<file path="src/rtl/prefetch_queue.sv">
// prefetch_queue: line-aligning, de-duplicating FIFO between the stride
// prefetcher and the L2/physical-memory read port.
//
// Each cycle a candidate prefetch (pf_addr/pf_valid) is aligned to a cache
// line. It is queued unless one of these holds:
//   - the line is already queued;
//   - the line is currently in flight;
//   - the queue is full and nothing leaves it this cycle;
//   - flush is asserted.
// Queued lines are issued one at a time through a three-state FSM
// (IDLE -> REQ -> DONE). A new issue is never started while demand_busy is
// high. An issue that is already in flight always runs to completion.
//
// Ports:
//   clk, rst_n     clock, asynchronous active-low reset
//   pf_addr        candidate prefetch address
//   pf_valid       pf_addr is valid this cycle
//   demand_busy    L2 is servicing a demand miss; blocks new issue
//   flush          synchronous clear of all queued (not in-flight) entries
//   pmem_addr      line-aligned read address; holds its last value outside REQ
//   pmem_read      read request, held until pmem_resp
//   pmem_resp      one-cycle completion of the outstanding read
//   pf_done        one-cycle pulse in the cycle after pmem_resp
//   count          number of queued entries (excludes the in-flight one)
//   full, empty    count==DEPTH, count==0
//   drop_cnt       (PFQ_DROP_CNT_EN only) saturating count of rejected candidates
//
// Optional feature: define PFQ_DROP_CNT_EN to add the drop_cnt output.
module prefetch_queue #(
    parameter int DEPTH    = 4,
    parameter int ADDR_W   = 32,
    parameter int LINE_OFF = 5
) (
    input  logic                   clk,
    input  logic                   rst_n,
    input  logic [ADDR_W-1:0]      pf_addr,
    input  logic                   pf_valid,
    input  logic                   demand_busy,
    input  logic                   flush,
    output logic [ADDR_W-1:0]      pmem_addr,
    output logic                   pmem_read,
    input  logic                   pmem_resp,
    output logic                   pf_done,
    output logic [$clog2(DEPTH):0] count,
    output logic                   full,
    output logic                   empty
`ifdef PFQ_DROP_CNT_EN
    ,
    output logic [15:0]            drop_cnt
`endif
);

    localparam int PTR_W = $clog2(DEPTH);
    localparam int CNT_W = PTR_W + 1;
    localparam logic [CNT_W-1:0]  FULL_CNT   = CNT_W'(DEPTH);
    localparam logic [ADDR_W-1:0] ALIGN_MASK = ~((ADDR_W'(1) << LINE_OFF) - ADDR_W'(1));

    typedef enum logic [1:0] {IDLE, REQ, DONE} state_t;

    state_t            state;
    logic [ADDR_W-1:0] ent_line [DEPTH];
    logic [DEPTH-1:0]  ent_vld;
    logic [PTR_W-1:0]  head;
    logic [PTR_W-1:0]  tail;

    logic [ADDR_W-1:0] line;
    logic              hit_q;
    logic              hit_fly;
    logic              deq;
    logic              enq;

    // Masking keeps every pf_addr bit in use; the low offset bits become zero.
    assign line = pf_addr & ALIGN_MASK;

    always_comb begin
        hit_q = 1'b0;
        for (int i = 0; i < DEPTH; i++) begin
            if (ent_vld[i] && (ent_line[i] == line)) begin
                hit_q = 1'b1;
            end
        end
    end

    // pmem_addr holds the in-flight line for the whole of REQ and DONE.
    assign hit_fly = (state != IDLE) && (pmem_addr == line);

    assign full  = (count == FULL_CNT);
    assign empty = (count == '0);

    assign deq = (state == IDLE) && !empty && !demand_busy && !flush;

    // When full, the head slot is freed this same edge, so the write at tail
    // (which then equals head) is safe.
    assign enq = pf_valid && !flush && !hit_q && !hit_fly && (!full || deq);

    // Queue control: pointers, valid bits and occupancy.
    always_ff @(posedge clk or negedge rst_n) begin
        if (!rst_n) begin
            head    <= '0;
            tail    <= '0;
            count   <= '0;
            ent_vld <= '0;
        end else if (flush) begin
            head    <= '0;
            tail    <= '0;
            count   <= '0;
            ent_vld <= '0;
        end else begin
            // The clear comes before the set, so a full-queue enqueue into the
            // slot just vacated leaves that slot valid.
            if (deq) begin
                ent_vld[head] <= 1'b0;
                head          <= head + PTR_W'(1);
            end
            if (enq) begin
                ent_vld[tail] <= 1'b1;
                tail          <= tail + PTR_W'(1);
            end
            if (enq && !deq) begin
                count <= count + CNT_W'(1);
            end else if (deq && !enq) begin
                count <= count - CNT_W'(1);
            end
        end
    end

    // Entry payload; validity is tracked by ent_vld, so no reset is needed.
    always_ff @(posedge clk) begin
        if (enq) begin
            ent_line[tail] <= line;
        end
    end

    // Issue FSM.
    always_ff @(posedge clk or negedge rst_n) begin
        if (!rst_n) begin
            state     <= IDLE;
            pmem_addr <= '0;
            pmem_read <= 1'b0;
            pf_done   <= 1'b0;
        end else begin
            case (state)
                IDLE: begin
                    pf_done <= 1'b0;
                    if (deq) begin
                        pmem_addr <= ent_line[head];
                        pmem_read <= 1'b1;
                        state     <= REQ;
                    end
                end
                REQ: begin
                    // An in-flight read cannot be aborted; demand_busy and
                    // flush have no effect here.
                    if (pmem_resp) begin
                        pmem_read <= 1'b0;
                        pf_done   <= 1'b1;
                        state     <= DONE;
                    end
                end
                DONE: begin
                    pf_done <= 1'b0;
                    state   <= IDLE;
                end
                default: begin
                    pmem_read <= 1'b0;
                    pf_done   <= 1'b0;
                    state     <= IDLE;
                end
            endcase
        end
    end

`ifdef PFQ_DROP_CNT_EN
    // Counts every valid candidate that is not queued, for whatever reason.
    always_ff @(posedge clk or negedge rst_n) begin
        if (!rst_n) begin
            drop_cnt <= '0;
        end else if (pf_valid && !enq && (drop_cnt != 16'hFFFF)) begin
            drop_cnt <= drop_cnt + 16'd1;
        end
    end
`endif

endmodule

</file>
<file path="config.mk">
export PLATFORM = sky130hd
export DESIGN_NAME = prefetch_queue
export DESIGN_NICKNAME = d
export VERILOG_FILES = /design/src/rtl/prefetch_queue.sv
export SDC_FILE = /design/constraint.sdc
export NUM_CORES = 1
export LEC_CHECK = 0
export ABC_AREA = 1
export CAP_MARGIN = 20
export CORE_MARGIN = 5
export CORE_UTILIZATION = 45
export DETAILED_ROUTE_END_ITERATION = 6
export GPL_TIMING_DRIVEN = 1
export SYNTH_ARGS = -nofsm -noshare
export SYNTH_HDL_FRONTEND = slang
export SYNTH_SLANG_ARGS = --single-unit
</file>
<file path="constraint.sdc">
create_clock -name clk -period 2.6 [get_ports clk]
set_input_delay 0.78 -clock clk [delete_from_list [all_inputs] [get_ports clk]]
set_output_delay 0.78 -clock clk [all_outputs]
set_load 0.01 [all_outputs]
</file>
### After elaboration in Yosys (flattened, before gate mapping)

Memory sizes are Yosys's and may differ from the RTL's. A register that Yosys moved wholly into a read port is not among the register bits.
Index checks and enable logic that the tools add are counted.

* bits in registers: 47
* bits in writable memories: 108
* input bits: 38
* logic and storage cells: 95
* memories kept: 1

* add/sub/neg operators: 4
* magnitude comparators: 4
* eq/ne operators: 10
* mux-type cells: 29
* bitwise operators: 4
* reduce and logical (&&, ||, !) cells: 35

Memory list
* ent_line: depth 4, bits a word 27, rd ports 5, clocked after memory_dff 1, wr ports 1, line 61 `logic [ADDR_W-1:0] ent_line [DEPTH];`

Operators with widths (count)
* $eq A32 B32 Y1: 5
* $logic_and A1 B1 Y1: 16
* $mux W4: 4
* $mux W1: 12
* $mux W2: 6
* $logic_not A1 Y1: 9
* $mux W3: 3
* $lt A2 B3 Y1 const B: 2
* $reduce_bool A2 Y1: 3
* $add A2 B1 Y2 const B: 2
* $and A4 B4 Y4: 1
* $demux W1 S2: 2
* $ge A2 B1 Y1 const B: 2
* $ne A2 B2 Y1 const B: 2
* $not A4 Y4: 1
* $or A4 B4 Y4: 1
* $pmux W2 S2: 1
* $reduce_and A2 Y1: 2
* $add A3 B1 Y3 const B: 1
* $eq A3 B3 Y1 const B: 1
* $logic_not A3 Y1: 1
* $pmux W1 S3: 1
* $reduce_and A3 Y1: 1
* $reduce_bool A3 Y1: 1
* other kinds (6): 6

### Logic depth before layout (Yosys ltp)

Gate-level depths: netlist (run 1).
An unclocked memory read counts as a cell.

* word-level depth: 16
* gate-level depth with buffers: 21
* depth with buffers taken out: 20

### Least setup slack after synthesis (run 1)

No wires, ideal clock.

* path type: input to register
* from: input port pf_addr[28]
* to: memory ent_line[0][0] in the netlist's numbering (enable)
* arrival time: 2434 ps
* setup slack: -215 ps
* stages on the path: 14
* buffers on the path: 1
* cell sequence: clkbuf_2 > inv_1 > or2_1 > nand3_1 > nor2_1 > nand2_1 > nor2_1 > nand2_1 > nand3_1 > nor2_1 > nand2_2 > inv_2 > nand2_1 > inv_1

* longest elaborated chain between the ends: 12

RTL lines
* start, declared: line 36 `input logic [ADDR_W-1:0] pf_addr,`
* $eq A32 B32 Y1: line 78 `if (ent_vld[i] && (ent_line[i] == line)) begin`
* $logic_and A1 B1 Y1: line 78
* $mux W1 (4 in series): line 78
* $logic_not A1 Y1: line 94 `assign enq = pf_valid && !flush && !hit_q && !hit_fly && (!full || deq);`
* $logic_and A1 B1 Y1: line 94
* $logic_and A1 B1 Y1 (*) (2 in series): line 94
* $mux W1 (*): line 129 `if (enq) begin`
* $mux W1 (not written as such) (*): line 130 `ent_line[tail] <= line;`
* end, declared: line 61

Every way passes the cells marked *; elsewhere a longest branch is shown, timed or not.

### Final worst setup path (run 1)

* from: input port pf_addr[11]
* to: memory ent_line[0][0] in the netlist's numbering (enable)

Same word-level chain as after synthesis.

==> results summary, run 1 <==
The initial antenna violation count is 0. STA classifies the critical path startpoint as a primary input. The deepest clock path buffer count is 2. Walking the worst path, the cells encountered are buf_2, inv_2, nand2_1, buf_4, nand3_1, nor2_1, nand2_1, nor2_1, nand2_1, nand3_4, nor2_4, nand2_2, inv_2, buf_6, nand2_4, clkinvlp_4, buf_8, buf_12. Along the worst path, the maximum fanout reaches 7. STA puts the critical path data required time at between 2000 and 3000 ps. The detailed-placement wirelength estimate is between 20,000 and 30,000 um.

In the final layout, the share of cells above drive strength 1 is between 20 and 30%. TritonCTS built the clock tree. After synthesis, the cell types taking the most area are sky130_fd_sc_hd__edfxtp_1 36%, sky130_fd_sc_hd__nand2_1 16%, sky130_fd_sc_hd__dfrtp_1 12%. The final count of negative-setup-slack endpoints is 8. The starting utilization of the core area is a little under half. The routed wire length is 37,900 um. The port buffer count is 66. The run finished, with violations left. The signal arrival time at the worst endpoint is roughly 2800 ps. The clock net sink count came out at 150.

The worst hold-check path type is in2async. The number of placement rows is a little over 50. The least setup slack across all paths after layout came out at -22.1 ps. The area taken by multi-input logic gates came out at between 4000 and 5000 um2. Buffers inserted during clock tree synthesis total 17. At the pin with the least slew margin, the transition time is just under 700 ps.

In this run the static leakage power is 5.61 nW. The worst pin sits at a relative slew slack of 53.5%. Entering global routing, the biggest net connects 53 pins. After detailed routing, the number of vias per cell comes to about 5.5.

The power per unit of standard cell area came out at between 700 and 800 nW/um2. In the final routed layout, each cell accounts on average for 22.7 um. The register cell area after layout came out at between 4000 and 5000 um2.

The share of synthesized flip-flops with an asynchronous set or reset came out at between 20 and 30%. The total vias in the final route came out at 9,140. The count of flip-flops with a built-in enable after synthesis is between 100 and 150. The count of distinct cell types in the synthesized netlist is 37. Across every metal layer, demand over resource in global routing totals 33.7%. The number of violations of the max-capacitance limit is 0. By startpoint and endpoint, the worst setup path is classified as in2reg. At the end of routability-driven placement, the weighted congestion stood at approximately 1.1. The biggest area contributor in the post-synthesis netlist is sky130_fd_sc_hd__edfxtp_1. The first global-routing pass estimated 54,700 um of wire.

The floorplan step set the die width to roughly 150 um. On the worst path, the slowest cell contributes a delay of 160 ps. The I/O pin count came out at a little under 80.

The via count of the first global-routing pass came out at ~8,800. The cell sitting at the root of the clock tree is a sky130_fd_sc_hd__clkbuf_16. The worst setup skew after layout came out at ~19 ps.

The residual DRC count is 0. The share of the cycle needed by the critical path after routing is 101%. The count of endpoints failing hold in the final timing report came out at 0.

The capturing element type of the critical path is a flop. Once detail routing completed, the nets flagged for antenna violations numbered 0. Synthesis produced 1,181 cells. The largest individual stage delay along the critical path comes from the cell sky130_fd_sc_hd__buf_12.

The mapped netlist covers 9040 um2. The final sum of negative setup slack came out at -114 ps. After the first detailed-routing iteration, the DRC count stood at around 1,000. In this run, synthesis produced a sequential element count of 150. The net count of the finished layout came out at approximately 1,400. After synthesis, flip-flops and latches occupy around 47% of the total area. The H-tree depth is 4. Relative to the synthesized area, the layout overhead comes to 38.2%. Grouping stages by cell kind, the critical path spends the most delay in buffers and inverters. The die covers 23,000 um2. The worst-case IR drop observed on VDD is 0.000432 V. After clock tree synthesis, the clock-pin slew on the worst setup and hold paths is 80 ps. The final-layout fill cell count came out at around 1,800. Among the stages of the critical path, the cell type that occurs most often is sky130_fd_sc_hd__nand2_1. The mean instance size in the synthesized netlist came out at 7.66 um2. The clock period minus final worst setup slack came out at ~2600 ps. The final global-route overflow total came out at 0. Clock latency on the worst-skew pair, taken at its later pin, is 440 ps.

The number of buffers and inverters on the critical path is 8. The number of warning messages in the yosys log is 0. The total of hold buffers inserted after clock tree synthesis is 0. The first detailed-routing pass took 5 iterations. The die height is ~150 um.

The most repeated cell in the gate-level netlist after synthesis is sky130_fd_sc_hd__nand2_1. The area of the core came out at around 20,000 um2. In the synthesized netlist the dominant register cell turns out to be sky130_fd_sc_hd__edfxtp_1. The number of antenna repair diodes came out at 0. The commonest cells after synthesis are 379 x sky130_fd_sc_hd__nand2_1, 150 x sky130_fd_sc_hd__inv_1, 129 x sky130_fd_sc_hd__nor2_1.

Setup repair after global routing could not meet its margin everywhere. The checks that failed: setup timing. In this run the biggest area consumer among cell types represents a little over a third of the synthesized area. The number of pins with negative max-slew slack in the final report is 0. The final core utilization came out at a little under two thirds. Static timing analysis puts the maximum clock frequency at 0.381 GHz.
-- report_power, final --
part / internal [mW] / leakage, nW / switching (mW)
registers: 2.91 / 1.51 / 0.371
clock network: 1.65 / 0.314 / 1.10
logic: 1.51 / 3.78 / 2.00
total: 6.07 / 5.61 / 3.47
-- cells in the final DEF, fill, tap and decap left out, types with 4 or more instances in the layout --
cell type	synthesis	routed
sky130_fd_sc_hd__nand2_2	3	35
sky130_fd_sc_hd__nor2_1	129	105
sky130_fd_sc_hd__edfxtp_1	108	108
sky130_fd_sc_hd__buf_12	0	8
sky130_fd_sc_hd__nand3b_1	4	4
sky130_fd_sc_hd__inv_2	3	20
sky130_fd_sc_hd__o21ai_0	106	106
sky130_fd_sc_hd__nand3_1	25	22
sky130_fd_sc_hd__o22ai_1	6	6
sky130_fd_sc_hd__nand2_4	1	8
sky130_fd_sc_hd__inv_1	150	127
sky130_fd_sc_hd__xnor2_4	0	7
sky130_fd_sc_hd__nor2_2	0	20
sky130_fd_sc_hd__bufinv_16	0	4
sky130_fd_sc_hd__xnor2_2	0	16
sky130_fd_sc_hd__nor2_4	0	4
sky130_fd_sc_hd__clkbuf_2	5	8
sky130_fd_sc_hd__ha_1	8	8
sky130_fd_sc_hd__a21oi_1	43	43
sky130_fd_sc_hd__buf_6	0	21
sky130_fd_sc_hd__nand4_1	49	49
sky130_fd_sc_hd__buf_16	0	7
sky130_fd_sc_hd__dfrtp_1	42	41
sky130_fd_sc_hd__conb_1	1	5
sky130_fd_sc_hd__clkdlybuf4s50_1	0	38
sky130_fd_sc_hd__xnor2_1	50	27
sky130_fd_sc_hd__clkbuf_16	0	17
sky130_fd_sc_hd__clkinvlp_4	0	4
sky130_fd_sc_hd__buf_2	16	13
sky130_fd_sc_hd__clkbuf_4	0	5
sky130_fd_sc_hd__buf_4	6	134
sky130_fd_sc_hd__nand2_1	379	340
-- worst register-to-register path, delay by kind of cell, from the launching register on --
kind	cells	cell delay, ps
fa+ha+maj	1	370
buf+inv	3	250
simple gates	12	1020
xor+xnor	2	370
flops	1	420
-- area by class of cell --
type / count / share of cell area (%)
clock inverters: 13 / 1.55
multi-input cells: 832 / 35.6
inverters: 155 / 4.84
well taps: 265 / 2.65
flip-flops and latches: 150 / 34.4
clock buffers: 19 / 3.55
repair buffers: 238 / 17.4
-- what timing repair did --
item,in CTS,in global routing
pin swaps,34,52
gates resized for setup,181,93
cloned,9,0
setup endpoints to repair,116,111
setup buffers,20,7
-- metal layers --
metal	share of wire (%)	global-route usage (%)	wire length (um)	up-vias
met3	11	10.5	4250	96
met4	4.8	14.6	1810	0
li1	-	-	-	4232
met5	0	0	0	-
met1	41	45.5	15500	4293
met2	43	50.0	16300	519
-- cells by family (layout without fill, tap and decap cells) --
group / Yosys count / in the layout / share of synthesized area, %
AOI/OAI and AO/OA: 159 / 159 / 9.02
buffers and inverters: 203 / 425 / 8.99
and+or+nand+nor: 607 / 607 / 28.1
DFF: 150 / 150 / 47.5
other: 1 / 5 / 0.0415
xor gates and xnor gates: 52 / 52 / 5.04
adders and majority gates: 9 / 9 / 1.33
-- final timing paths --
| path | start | end | slack, ps | cells past startpoint |
|---|---|---|---|---|
| max | pf_addr[11] | ent_line[0][0] | -20 | 18 |
| min | rst_n | pmem_addr[10] | 420 | 2 |
| max reg2reg | ent_line[2][12] | count[2] | 70 | 18 |
| min reg2reg | pmem_read | pmem_read | 470 | 2 |
| max in group asynchronous | rst_n | head[0] | 1720 | 2 |
| min in group clk | pmem_read | pmem_read | 470 | 2 |
-- flip-flops by register name, indices dropped and copies added, names as in the netlist --
name	flops
ent_vld	4
ent_line	108
tail	2
head	2
pmem_addr	27
pf_done	1
count	3
pmem_read	1
state	2
-- through the flow --
step	cell area (um2)	power, mW	std cells	hold WS (ps)	setup slack [ps]
2_1_floorplan	9100	4.83	1185	484	1.88
3_3_place_gp	11000	6.47	1612	463	-1020
3_5_place_dp	11000	6.49	1612	464	-998
4_1_cts	12400	9.41	1672	458	0.109
5_1_grt	12500	9.98	1672	483	-105
6_report	12500	9.54	1672	424	-22.1
(Power assumes the default switching activity.)
==> inputs of run 2 (changes only) <==
ABC_CLOCK_PERIOD_IN_PS = 2600   (was unset)
==> results of run 2 <==
Final layout, timing and power as in run 1 (identical DEF).
==> inputs of run 3 (changes only) <==
ABC_CLOCK_PERIOD_IN_PS = 3140   (was 2600)
GPL_ROUTABILITY_DRIVEN = 0   (was unset)
clock period = 3.14 ns   (was 2.6 ns; I/O delays follow)
==> run 3 against run 2 <==
The flow now finishes without violations. Via count is 4.1% lower. Combinational power decreased by 22%. Critical endpoint is now ent_line[0][18]. Setup slack improved by 76 ps. Clock power down 19%. Register-to-register slack gained 520 ps. Clock skew fell by 7.0 ps. Non-clock buffer count fell by 17. Hold slack improved by 55 ps. First-iteration DRC count rose by 6.7%. Cell area decreased by 5.1%. Sequential power is 19% lower.
==> results summary, run 3 (synthesis gave the netlist of run 1 again) <==
The leakage power summed over all cells is 5.42 nW (was 5.61 nW). The port buffer count was 66 (unchanged). The post-route antenna net violation count is 0 (unchanged).

The maximum number of pins on one net before global-route repair came out at 53 (unchanged). The number of flip-flops in the largest register is 108 (unchanged). The launching element of the worst setup path was pf_addr[14] (was pf_addr[11]). The via-per-instance ratio is 5.29 (was 5.47).

The routed wire length came out at 32,300 um (was 37,900 um). The top register by number of flip-flops is ent_line (unchanged). The signal arrival time at the worst endpoint came out at 3220 ps (was 2750 ps).

The residual DRC count came to 0 (unchanged). The share of cells above drive strength 1 is 16.9% (was 25.7%). The final sum of negative setup slack was 0 ps (was -114 ps). The largest vdd supply drop came out at 0.000331 V (was 0.000432 V). The library cell used as clock root buffer is sky130_fd_sc_hd__clkbuf_16 (unchanged).

The post-route non-filler standard cell count came out at 1,655 (was 1,672). The number of antenna repair diodes is 0 (unchanged). The clock-pin transition on the worst setup and hold timing paths is 60 ps (was 80 ps). The type of the worst setup path is in2reg (unchanged). The slew at the pin with the worst max-slew slack is 796 ps (was 694 ps). The capturing element type of the critical path is a flop (unchanged). The worst reg-to-reg path cell count came out at 14 (was 18). The end of the critical path was ent_line[0][18] (was ent_line[0][0]).

The maximum fanout encountered on the critical timing path is 12 (was 7). The clock network latency to the later pin of the worst-skew pair came to 430 ps (was 440 ps). The relative slew slack is 46.6% (was 53.5%). Status: finished, final reports clean (was finished with violations). The total of hold buffers inserted after clock tree synthesis was 0 (unchanged). The detailed router's first-iteration violation count is 1,119 (was 1,049). The nature of the critical path startpoint was a primary input (unchanged). The power per unit of standard cell area came to 644 nW/um2 (was 764 nW/um2). The initial antenna violation count came to 0 (unchanged).

The final count of negative-setup-slack endpoints came out at 0 (was 8). The maximum clock frequency is between 0.3 and 0.4 GHz. The number of clock buffers inserted by TritonCTS is 17 (unchanged). The area of the core came out at 19,700 um2 (unchanged). The total vias in the final route was 8,762 (was 9,140). The minimum setup slack among reg-to-reg paths is 590 ps (was 70 ps). The global-route usage over all layers came out at 28.9% (was 33.7%).

The worst reg2reg path startpoint is pmem_addr[19] (was ent_line[2][12]). The via count of the first global-routing pass came out at 8,349 (was 8,763). The total placed cells including tap cells is 1,618 (was 1,612). The worst slack on hold paths came out at 478 ps (was 424 ps). The clock net sink count came out at 150 (unchanged). The signed area change from the synthesized netlist to the final layout came out at 31.1% (was 38.2%).

The commonest non-fill, non-tap cell in the layout is sky130_fd_sc_hd__nand2_1 (unchanged). The CTS tree is done (unchanged). The final global-route overflow total is 0 (unchanged). The reg-to-reg endpoint is ent_line[0][18] (was count[2]).

The H-tree depth was 4 (unchanged). The worst hold-check path type was reg2reg (was in2async). The net count of the finished layout is 1,424 (was 1,441).

The wire length of the first global-routing pass came to 48,500 um (was 54,700 um). The post-route total power is 7.64 mW (was 9.54 mW). The detailed-placement wirelength estimate was 24,700 um (was 27,200 um). The worst setup skew after layout came out at 12.3 ps (was 19.3 ps). The required arrival time at the worst endpoint was 3270 ps (was 2730 ps).

The clock period could shrink to ~3100 ps. Commonest cells after routing, fill and taps aside: 371 x sky130_fd_sc_hd__nand2_1, 144 x sky130_fd_sc_hd__buf_4, 138 x sky130_fd_sc_hd__inv_1 (was 340 x sky130_fd_sc_hd__nand2_1, 134 x sky130_fd_sc_hd__buf_4, 127 x sky130_fd_sc_hd__inv_1). The number of iterations in the first detailed-routing pass came out at 6 (was 5). The count of endpoints failing hold in the final timing report is 0 (unchanged). The die height is 152 um (unchanged). Setup repair after global routing missed its margin: yes (unchanged).

The overall die width was 152 um (unchanged). The full die area is 23,000 um2 (unchanged). The starting utilization of the core area is 46.0% (unchanged). The average routed wire per standard cell came out at 19.5 um (was 22.7 um). The number of placement rows was 51 (unchanged). The deepest clock path buffer count came out at 2 (unchanged). The number of violations of the max-capacitance limit is 0 (unchanged). The I/O pin count is 77 (unchanged). Largest registers ranked by flip-flop count: ent_line (108), pmem_addr (27), ent_vld (4) (unchanged). The share of the cycle needed by the critical path after routing came out at between 90% and 100%. The number of pins with negative max-slew slack in the final report was 0 (unchanged).
-- run 3: cell count changes in the layout (fill, tap and decap cells not counted), moves of 8 or more --
cell,previous run,this run
sky130_fd_sc_hd__nand2_2,35,11
sky130_fd_sc_hd__nor2_1,105,123
sky130_fd_sc_hd__inv_1,127,138
sky130_fd_sc_hd__clkdlybuf4s50_1,38,48
sky130_fd_sc_hd__nand2_1,340,371
sky130_fd_sc_hd__xnor2_1,27,41
sky130_fd_sc_hd__buf_4,134,144
sky130_fd_sc_hd__dlymetal6s2s_1,0,10
sky130_fd_sc_hd__nor2_2,20,5
sky130_fd_sc_hd__clkbuf_2,8,0
sky130_fd_sc_hd__buf_2,13,1
sky130_fd_sc_hd__buf_6,21,5
-- run 3: cell type report --
cell class | instances | area [um2]
Clock inverter | 8 | 171
Timing Repair Buffer | 221 | 1940
Clock buffer | 24 | 462
Inverter | 155 | 584
Sequential cell | 150 | 4300
Multi-Input combinational cell | 832 | 4070
Tap cell | 265 | 332
Fill cell | 1810 | 7790
-- run 3: worst max-delay path: stages --
cell	delay (ps)
sky130_fd_sc_hd__clkdlybuf4s50_1	520
sky130_fd_sc_hd__buf_6	150
sky130_fd_sc_hd__nand2_1	70
sky130_fd_sc_hd__buf_4	130
sky130_fd_sc_hd__nand4_1	110
sky130_fd_sc_hd__nor2_1	60
sky130_fd_sc_hd__nand2_1	100
sky130_fd_sc_hd__nor2_1	50
sky130_fd_sc_hd__nand2_1	80
sky130_fd_sc_hd__nand3_2	140
sky130_fd_sc_hd__nor2_4	140
sky130_fd_sc_hd__nand2_2	70
sky130_fd_sc_hd__inv_2	90
sky130_fd_sc_hd__nand2_1	100
sky130_fd_sc_hd__inv_2	130
sky130_fd_sc_hd__bufbuf_16	320
-- run 3: per-stage QoR --
| stage | setup slack (ps) | utilization [%] | cell area (um2) |
|---|---|---|---|
| after floorplan | 163 | - | 9060 |
| after global placement | -566 | 56.0 | 11000 |
| after detailed placement | -567 | 56.0 | 11000 |
| after CTS | 0.618 | 59.6 | 11700 |
| after global routing | -49.3 | 60.3 | 11900 |
| final | 53.6 | 60.3 | 11900 |
-- run 3: repair_timing --
action | in CTS | in global routing
gates resized for setup | 21 | 41
buffers inserted | 1 | 3
cloned | 1 | 0
setup endpoints to repair | 109 | 107
pin swaps | 2 | 6
-- run 3: metal layers --
| metal | up-vias | global-route usage, % | routed length [um] |
|---|---|---|---|
| met1 | 4022 | 40.6 | 13500 |
| li1 | 4180 | - | - |
| met3 | 74 | 5.62 | 3300 |
| met5 | - | 0 | 0 |
| met2 | 486 | 44.9 | 14400 |
| met4 | 0 | 10.2 | 1110 |
-- run 3: power by group --
part           switching (mW)  leakage, nW  total (mW)  internal, mW
combinational            1.58         3.60        2.75          1.17
clock                   0.805        0.305        2.24          1.43
sequential              0.244         1.51        2.65          2.41
-- run 3: worst min path at each step --
stage / start / endpoint / slack (ps) / cells past startpoint
2_1_floorplan: ent_vld[1] / ent_vld[1] / 510 / 2
3_3_place_gp: pmem_read / pmem_read / 470 / 2
3_5_place_dp: pmem_read / pmem_read / 470 / 2
4_1_cts: pmem_read / pmem_read / 480 / 2
5_1_grt: pmem_read / pmem_read / 520 / 2
6_report: pmem_read / pmem_read / 480 / 2
